<file path="src/rtl/nc_mult_sequencer.sv">
// nc_mult_sequencer: takes command bytes from the UART RX, loads the A/B operand
// arrays, runs the multiplier under a timeout, and streams the 16-bit results to
// the UART TX, high byte first.
//
// state    | meaning
// ---------+---------------------------------------------------------------
// IDLE     | waiting for a command byte (0xA5 load+run, 0x5A run, 0x3C send)
// LOAD_A   | each received byte becomes one registered write into A
// LOAD_B   | same for B; leaves once the final B write has been issued
// START    | one-cycle mult_start pulse, timeout counter loaded
// WAIT     | waiting for mult_done, counting down toward the timeout
// FETCH    | res_addr driven with the result index
// CAPTURE  | res_data latched into the holding register
// SEND_HI  | upper result byte offered to TX until accepted
// SEND_LO  | lower result byte offered; then next index or back to IDLE
// SEND_ERR | 0xEE offered to TX after a timeout
module nc_mult_sequencer #(
  parameter int DIM            = 2,
  parameter int TIMEOUT_CYCLES = 1024,
  localparam int NE            = DIM * DIM,
  localparam int AW            = (NE > 1) ? $clog2(NE) : 1
) (
  input  logic          CLK,
  input  logic          RESET,
  input  logic          rx_valid,
  input  logic [7:0]    rx_data,
  output logic          arr_we,
  output logic          arr_sel,
  output logic [AW-1:0] arr_addr,
  output logic [7:0]    arr_wdata,
  output logic          mult_start,
  input  logic          mult_done,
  output logic [AW-1:0] res_addr,
  input  logic [15:0]   res_data,
  output logic          tx_valid,
  output logic [7:0]    tx_data,
  input  logic          tx_ready,
  output logic [4:0]    state,
  output logic          busy
);

  localparam int CW = (TIMEOUT_CYCLES > 1) ? $clog2(TIMEOUT_CYCLES) : 1;

  localparam logic [3:0] ST_IDLE     = 4'd0;
  localparam logic [3:0] ST_LOAD_A   = 4'd1;
  localparam logic [3:0] ST_LOAD_B   = 4'd2;
  localparam logic [3:0] ST_START    = 4'd3;
  localparam logic [3:0] ST_WAIT     = 4'd4;
  localparam logic [3:0] ST_FETCH    = 4'd5;
  localparam logic [3:0] ST_CAPTURE  = 4'd6;
  localparam logic [3:0] ST_SEND_HI  = 4'd7;
  localparam logic [3:0] ST_SEND_LO  = 4'd8;
  localparam logic [3:0] ST_SEND_ERR = 4'd9;

  localparam logic [AW-1:0] LAST_IDX = AW'(NE - 1);

  logic [3:0]    st_q, st_d;
  logic          err_q, err_d;
  logic [AW-1:0] idx_q, idx_d;
  logic [CW-1:0] cnt_q, cnt_d;
  logic [15:0]   hold_q, hold_d;
  logic          we_q, we_d;
  logic          sel_q, sel_d;
  logic [AW-1:0] addr_q, addr_d;
  logic [7:0]    wdata_q, wdata_d;

  logic idx_last;
  logic b_last_wr;

  assign idx_last  = (idx_q == LAST_IDX);
  // The final B write is in flight this cycle; START follows it so that
  // mult_start never overlaps an array write.
  assign b_last_wr = we_q && sel_q && (addr_q == LAST_IDX);

  // Next-state, index, timeout and array-write decisions.
  always_comb begin
    st_d    = st_q;
    err_d   = err_q;
    idx_d   = idx_q;
    cnt_d   = cnt_q;
    hold_d  = hold_q;
    we_d    = 1'b0;
    sel_d   = sel_q;
    addr_d  = addr_q;
    wdata_d = wdata_q;
    case (st_q)
      ST_IDLE: begin
        if (rx_valid) begin
          case (rx_data)
            8'hA5: begin st_d = ST_LOAD_A; idx_d = '0; err_d = 1'b0; end
            8'h5A: begin st_d = ST_START;              err_d = 1'b0; end
            8'h3C: begin st_d = ST_FETCH;  idx_d = '0; err_d = 1'b0; end
            default: err_d = 1'b1;
          endcase
        end
      end
      ST_LOAD_A: begin
        if (rx_valid) begin
          we_d    = 1'b1;
          sel_d   = 1'b0;
          addr_d  = idx_q;
          wdata_d = rx_data;
          if (idx_last) begin
            st_d  = ST_LOAD_B;
            idx_d = '0;
          end else begin
            idx_d = idx_q + AW'(1);
          end
        end
      end
      ST_LOAD_B: begin
        if (b_last_wr) begin
          st_d = ST_START;
        end else if (rx_valid) begin
          we_d    = 1'b1;
          sel_d   = 1'b1;
          addr_d  = idx_q;
          wdata_d = rx_data;
          idx_d   = idx_last ? '0 : idx_q + AW'(1);
        end
      end
      ST_START: begin
        cnt_d = CW'(TIMEOUT_CYCLES - 1);
        st_d  = ST_WAIT;
      end
      ST_WAIT: begin
        // done is checked first so it wins over an expiring timeout
        if (mult_done) begin
          st_d  = ST_FETCH;
          idx_d = '0;
        end else if (cnt_q == '0) begin
          err_d = 1'b1;
          st_d  = ST_SEND_ERR;
        end else begin
          cnt_d = cnt_q - CW'(1);
        end
      end
      ST_FETCH:   st_d = ST_CAPTURE;
      ST_CAPTURE: begin
        hold_d = res_data;
        st_d   = ST_SEND_HI;
      end
      ST_SEND_HI: if (tx_ready) st_d = ST_SEND_LO;
      ST_SEND_LO: begin
        if (tx_ready) begin
          if (idx_last) begin
            st_d = ST_IDLE;
          end else begin
            idx_d = idx_q + AW'(1);
            st_d  = ST_FETCH;
          end
        end
      end
      ST_SEND_ERR: if (tx_ready) st_d = ST_IDLE;
      default:     st_d = ST_IDLE;
    endcase
  end

  // State and datapath registers with synchronous reset.
  always_ff @(posedge CLK) begin
    if (RESET) begin
      st_q    <= ST_IDLE;
      err_q   <= 1'b0;
      idx_q   <= '0;
      cnt_q   <= '0;
      hold_q  <= '0;
      we_q    <= 1'b0;
      sel_q   <= 1'b0;
      addr_q  <= '0;
      wdata_q <= '0;
    end else begin
      st_q    <= st_d;
      err_q   <= err_d;
      idx_q   <= idx_d;
      cnt_q   <= cnt_d;
      hold_q  <= hold_d;
      we_q    <= we_d;
      sel_q   <= sel_d;
      addr_q  <= addr_d;
      wdata_q <= wdata_d;
    end
  end

  // TX byte selection, decoded from the state so it cannot change while waiting.
  always_comb begin
    tx_data = 8'h00;
    case (st_q)
      ST_SEND_HI:  tx_data = hold_q[15:8];
      ST_SEND_LO:  tx_data = hold_q[7:0];
      ST_SEND_ERR: tx_data = 8'hEE;
      default:     tx_data = 8'h00;
    endcase
  end

  assign arr_we     = we_q;
  assign arr_sel    = sel_q;
  assign arr_addr   = addr_q;
  assign arr_wdata  = wdata_q;
  assign mult_start = (st_q == ST_START);
  assign res_addr   = (st_q == ST_FETCH) ? idx_q : '0;
  assign tx_valid   = (st_q == ST_SEND_HI) || (st_q == ST_SEND_LO) || (st_q == ST_SEND_ERR);
  assign state      = {err_q, st_q};
  assign busy       = (st_q != ST_IDLE);

endmodule

</file>
<file path="config.mk">
export PLATFORM = sky130hd
export DESIGN_NAME = nc_mult_sequencer
export DESIGN_NICKNAME = d
export VERILOG_FILES = /design/src/rtl/nc_mult_sequencer.sv
export SDC_FILE = /design/constraint.sdc
export NUM_CORES = 1
export LEC_CHECK = 0
export ABC_AREA = 1
export CAP_MARGIN = 20
export CORE_MARGIN = 8
export CORE_UTILIZATION = 45
export CTS_CLUSTER_SIZE = 24
export DETAILED_ROUTE_END_ITERATION = 7
export PLACE_DENSITY = 0.69
export SYNTH_ARGS = -nofsm -noshare
export SYNTH_HDL_FRONTEND = slang
export SYNTH_SLANG_ARGS = --single-unit
</file>
<file path="constraint.sdc">
create_clock -name CLK -period 4.2 [get_ports CLK]
set_clock_uncertainty 0.1 [all_clocks]
set_input_delay 0.84 -clock CLK [delete_from_list [all_inputs] [get_ports CLK]]
set_output_delay 0.84 -clock CLK [all_outputs]
set_load 0.03 [all_outputs]
</file>
Word level (Yosys, flattened, before mapping) --
Index checks and enable logic that the tools add are counted.
Word-level totals: word-level logic and storage cells 105, bits of input ports 29, register bits after elaboration 45, output and inout port bits 30
Cells by class: mux-type cells 44, reductions and logical operators 19, equal/unequal tests 31, add/subtract/negate cells 2
Operators with widths (count):
- $pmux 4 s10 | 1
- $mux 4 | 9
- $ne 2x2->1 const B | 15
- $pmux 8 s3 | 1
- $mux 2 | 11
- $mux 10 | 2
- $pmux 10 s2 | 1
- $eq 4x3->1 const B | 4
- $mux 8 | 2
- $pmux 8 s2 | 1
- $pmux 4 s3 | 1
- $logic_not 10->1 | 1
- $pmux 2 s5 | 1
- $sub 10x1->10 const B | 1
- $mux 1 | 9
- $reduce_and 9->1 | 1
- $eq 4x2->1 const B | 2
- $eq 4x4->1 const B | 2
- $eq 8x6->1 const B | 1
- $eq 8x7->1 const B | 1
- $eq 8x8->1 const B | 1
- $reduce_and 4->1 | 2
- $reduce_and 7->1 | 1
- $pmux 1 s2 | 3
- other kinds (17) | 22

Longest topological paths before layout --
word-level depth 5, mapped depth 11, gate-level depth less buffers 11

Worst setup path after synthesis --
No wires, ideal clock.
path kind register -> output, start register st_q[2], end output tx_data[0], path slack 1.789 ns, required time 3.260 ns, data arrival time 1.471 ns, cell stages (with the launch flop) 6, buffers on the path 0, path through dfxtp_1 inv_1 nor2_4 nand2_1 inv_1 a22o_1
On the way: cells in the longest elaborated chain, start to end 2
Ends and longest elaborated chain:
- start, declared | line 57 | logic [3:0] st_q, st_d;
- start signal, assigned | line 172 | st_q <= st_d;
- $eq 4x4->1 or $eq 4x3->1 (tied branches) | line 187 | case (st_q)
- $pmux 8 s3 (*) | line 187
- end, declared | line 36 | output logic [7:0] tx_data,
Every way passes the cells marked *; elsewhere a longest branch is shown, timed or not.

Worst setup path in the final report --
start register st_q[0], end output tx_data[0]
The elaborated chain is that of the path after synthesis.

==> flow_summary.json <==
{
  "tns_ps": 0,
  "finalPower_mw": 2.210,
  "yosys_warnings": 0,
  "synthToLayoutAreaGrowth_pct": 28.47,
  "critPathLaunch": "st_q[0]",
  "finalCritPeriodShare": 0.7613,
  "gp_congestion": 0.8825,
  "crit_fanout": 12,
  "syn_nets": 436,
  "cts.sinks": 45,
  "r2r_slack_ps": 2160,
  "cp.required_ps": 3260,
  "overflow": 0,
  "p_sw_frac": 0.4786,
  "hold_viol_final": 0,
  "ant_nets": 0,
  "htreeDepth": 2,
  "io_buffers": 58,
  "final_nets": 491,
  "min_path_cells": 2,
  "die_w_um": 90.74,
  "nFillCells": 548,
  "drt_iter0_drc": 119,
  "cp.arrival_ps": 2260,
  "cts_buffer_depth": 2,
  "cpMaxStageDelayCell": "clkdlybuf4s50_1",
  "dp_hpwl_mm": 5.057,
  "status": "completed",
  "vias": 2628,
  "vias_per_cell": 4.940,
  "r2r-end": "arr_wdata[5]",
  "ys_seq_elements": 45,
  "startpoint_type": "register",
  "post_cts_resized": 0,
  "critPathCaptureType": "output pin",
  "power_density_mw_per_mm2": 684.3,
  "synth_area_per_cell_um2": 6.222,
  "holdPathEnd": "cnt_q[3]",
  "period_minus_slack_ps": 3198,
  "grt_max_degree": 35,
  "path_delay_family": "buffers and inverters",
  "grt_setup_unrepaired": "no",
  "placed_cell_area_mm2": 0.003128,
  "initial_core_util": 0.4622,
  "grt.total_usage": 0.1607,
  "seqPwrFrac": 0.286,
  "p_int_mw": 1.152,
  "max_stage_delay_ps": 670,
  "multi_input_area_mm2": 0.001373,
  "power_frac_comb": 0.582,
  "yosysTopAreaCellShare": 0.3584,
  "core_area_mm2": 0.005439,
  "first_global_vias": 2550,
  "synth.distinct_cells": 28,
  "r2r-start": "st_q[0]",
  "pwr-share-clk": 0.132,
  "ys_seq_area_frac": 0.3584,
  "synth_area_mm2": 0.002514,
  "hold_path_class": "register to register",
  "ys_top_cells_by_area": "dfxtp_1 36%, nand2_1 14%, nor2_1 13%",
  "grt_pass1_wl_mm": 11.21,
  "cap_violations": 0,
  "drt-pass1-iter-count": 4,
  "placementRows": 27,
  "totalWireLength_mm": 6.506,
  "regArea_um2": 900.9,
  "clk_pin_slew_worst_paths_ps": 90,
  "p_sw_mw": 1.058,
  "min_from": "cnt_q[3]",
  "path_buf_inv": 3,
  "cts_inserted_buffers": 5,
  "leakage_nw": 1.545,
  "max_freq_mhz": 312.7,
  "final_max_slew_viol_count": 0,
  "ioPinCount": 59,
  "r2r_cells": 9,
  "die_height_um": 90.74,
  "post-cts-setup-buffers": 0,
  "most-common-layout-cells": "97 x nand2_1, 87 x nor2_1, 58 x clkdlybuf4s50_1",
  "path_class": "register to output pin",
  "worstPathCellList": "nand2_1, inv_1, nand2_1, inv_1, a22o_1, clkdlybuf4s50_1",
  "finalSetupViolations": 0,
  "antenna_found_initial": 0,
  "max_slew.worst_pin.slew_ps": 938.7,
  "cts-hold-fix-buffers": 0,
  "diodes": 0,
  "dieArea_mm2": 0.008234,
  "clkLatencyLatePin_ps": 290,
  "tritoncts": "built",
  "remaining_drc_errors": 0,
  "final_common_cell": "nand2_1",
  "cts-root-buf": "clkbuf_8",
  "wire_per_inst_um": 12.23,
  "yosysTopAreaCell": "dfxtp_1",
  "synth_cells": 404,
  "finalInstanceArea_mm2": 0.003229,
  "drive_gt1_frac": 0.05435,
  "slew_headroom": 0.3735,
  "ir_worst_vdd_v": 0.0003090
}
-- power groups by stage --
stage          sequential (mW)  combinational (mW)  clock (mW)
5_1_grt                  0.650                1.46       0.317
4_1_cts                  0.633                1.29       0.302
6_report                 0.632                1.29       0.293
3_5_place_dp             0.641                1.29           0
2_1_floorplan            0.711               0.860           0
3_3_place_gp             0.640                1.28           0
-- state kept, by name, summed over array words and instances (netlist names) --
name       flops
arr_sel        1
err_q          1
arr_addr       2
arr_wdata      8
hold_q        16
st_q           4
cnt_q         10
arr_we         1
idx_q          2
-- worst min-delay path, delay by kind of cell, from the launching register on --
kind            cells  cell delay [ps]
simple gates        1               60
compound gates      1               50
flops               1              330
-- synthesized netlist by cell type (all sizes together) --
library cell,number
nand4,2
o21ai,46
clkbuf,5
nor3,1
o22ai,1
nand3b,2
a22o,2
a21oi,22
nor2,95
nand3,21
or2,1
o21bai,1
nand2,98
xnor2,1
buf,5
xor2,4
inv,49
dfxtp,45
ha,3
-- through the flow --
stage | utilization | hold WS (ps) | cells | setup slack [ps]
global placement | 0.5751 | 361.9 | 524 | 1337
global route | 0.5937 | 417.2 | 532 | 813.6
floorplan | - | 343.5 | 404 | 1789
CTS | 0.5937 | 386.5 | 532 | 991.1
finish | 0.5937 | 384.4 | 532 | 1002
detailed placement | 0.5751 | 369.4 | 524 | 1290
-- metal layers --
metal,vias to the layer above,GRT usage,part of all wire
met2,63,0.2540,0.44
met5,-,0,0
met3,6,0.04821,0.062
met4,0,0.04577,0.011
met1,1183,0.2044,0.49
li1,1376,-,-
-- worst max-delay path by stage --
stage | end | slack (ps) | cells past startpoint
finish | tx_data[0] | 1000 | 6
CTS | tx_data[0] | 990 | 6
floorplan | tx_data[0] | 1790 | 5
global route | tx_data[6] | 810 | 7
global placement | tx_data[0] | 1340 | 6
detailed placement | arr_wdata[7] | 1290 | 4
-- area by class of cell --
class	instances	share of cell area
sequential	45	0.2790
multi-input combinational	300	0.4250
clock buffer	7	0.02983
inverter	49	0.05695
timing repair buffer	58	0.1798
clock inverter	1	0.001550
tap	72	0.02790
-- logic make-up after synthesis --
group,synth area share
AND/OR/NAND/NOR,0.3584
AO/OA/AOI/OAI,0.1553
buffers and inverters,0.09557
flip-flops,0.3584
XOR/XNOR,0.01742
adder cells (fa/ha/maj),0.01493
Note: power is estimated with default switching activity, not from simulation.
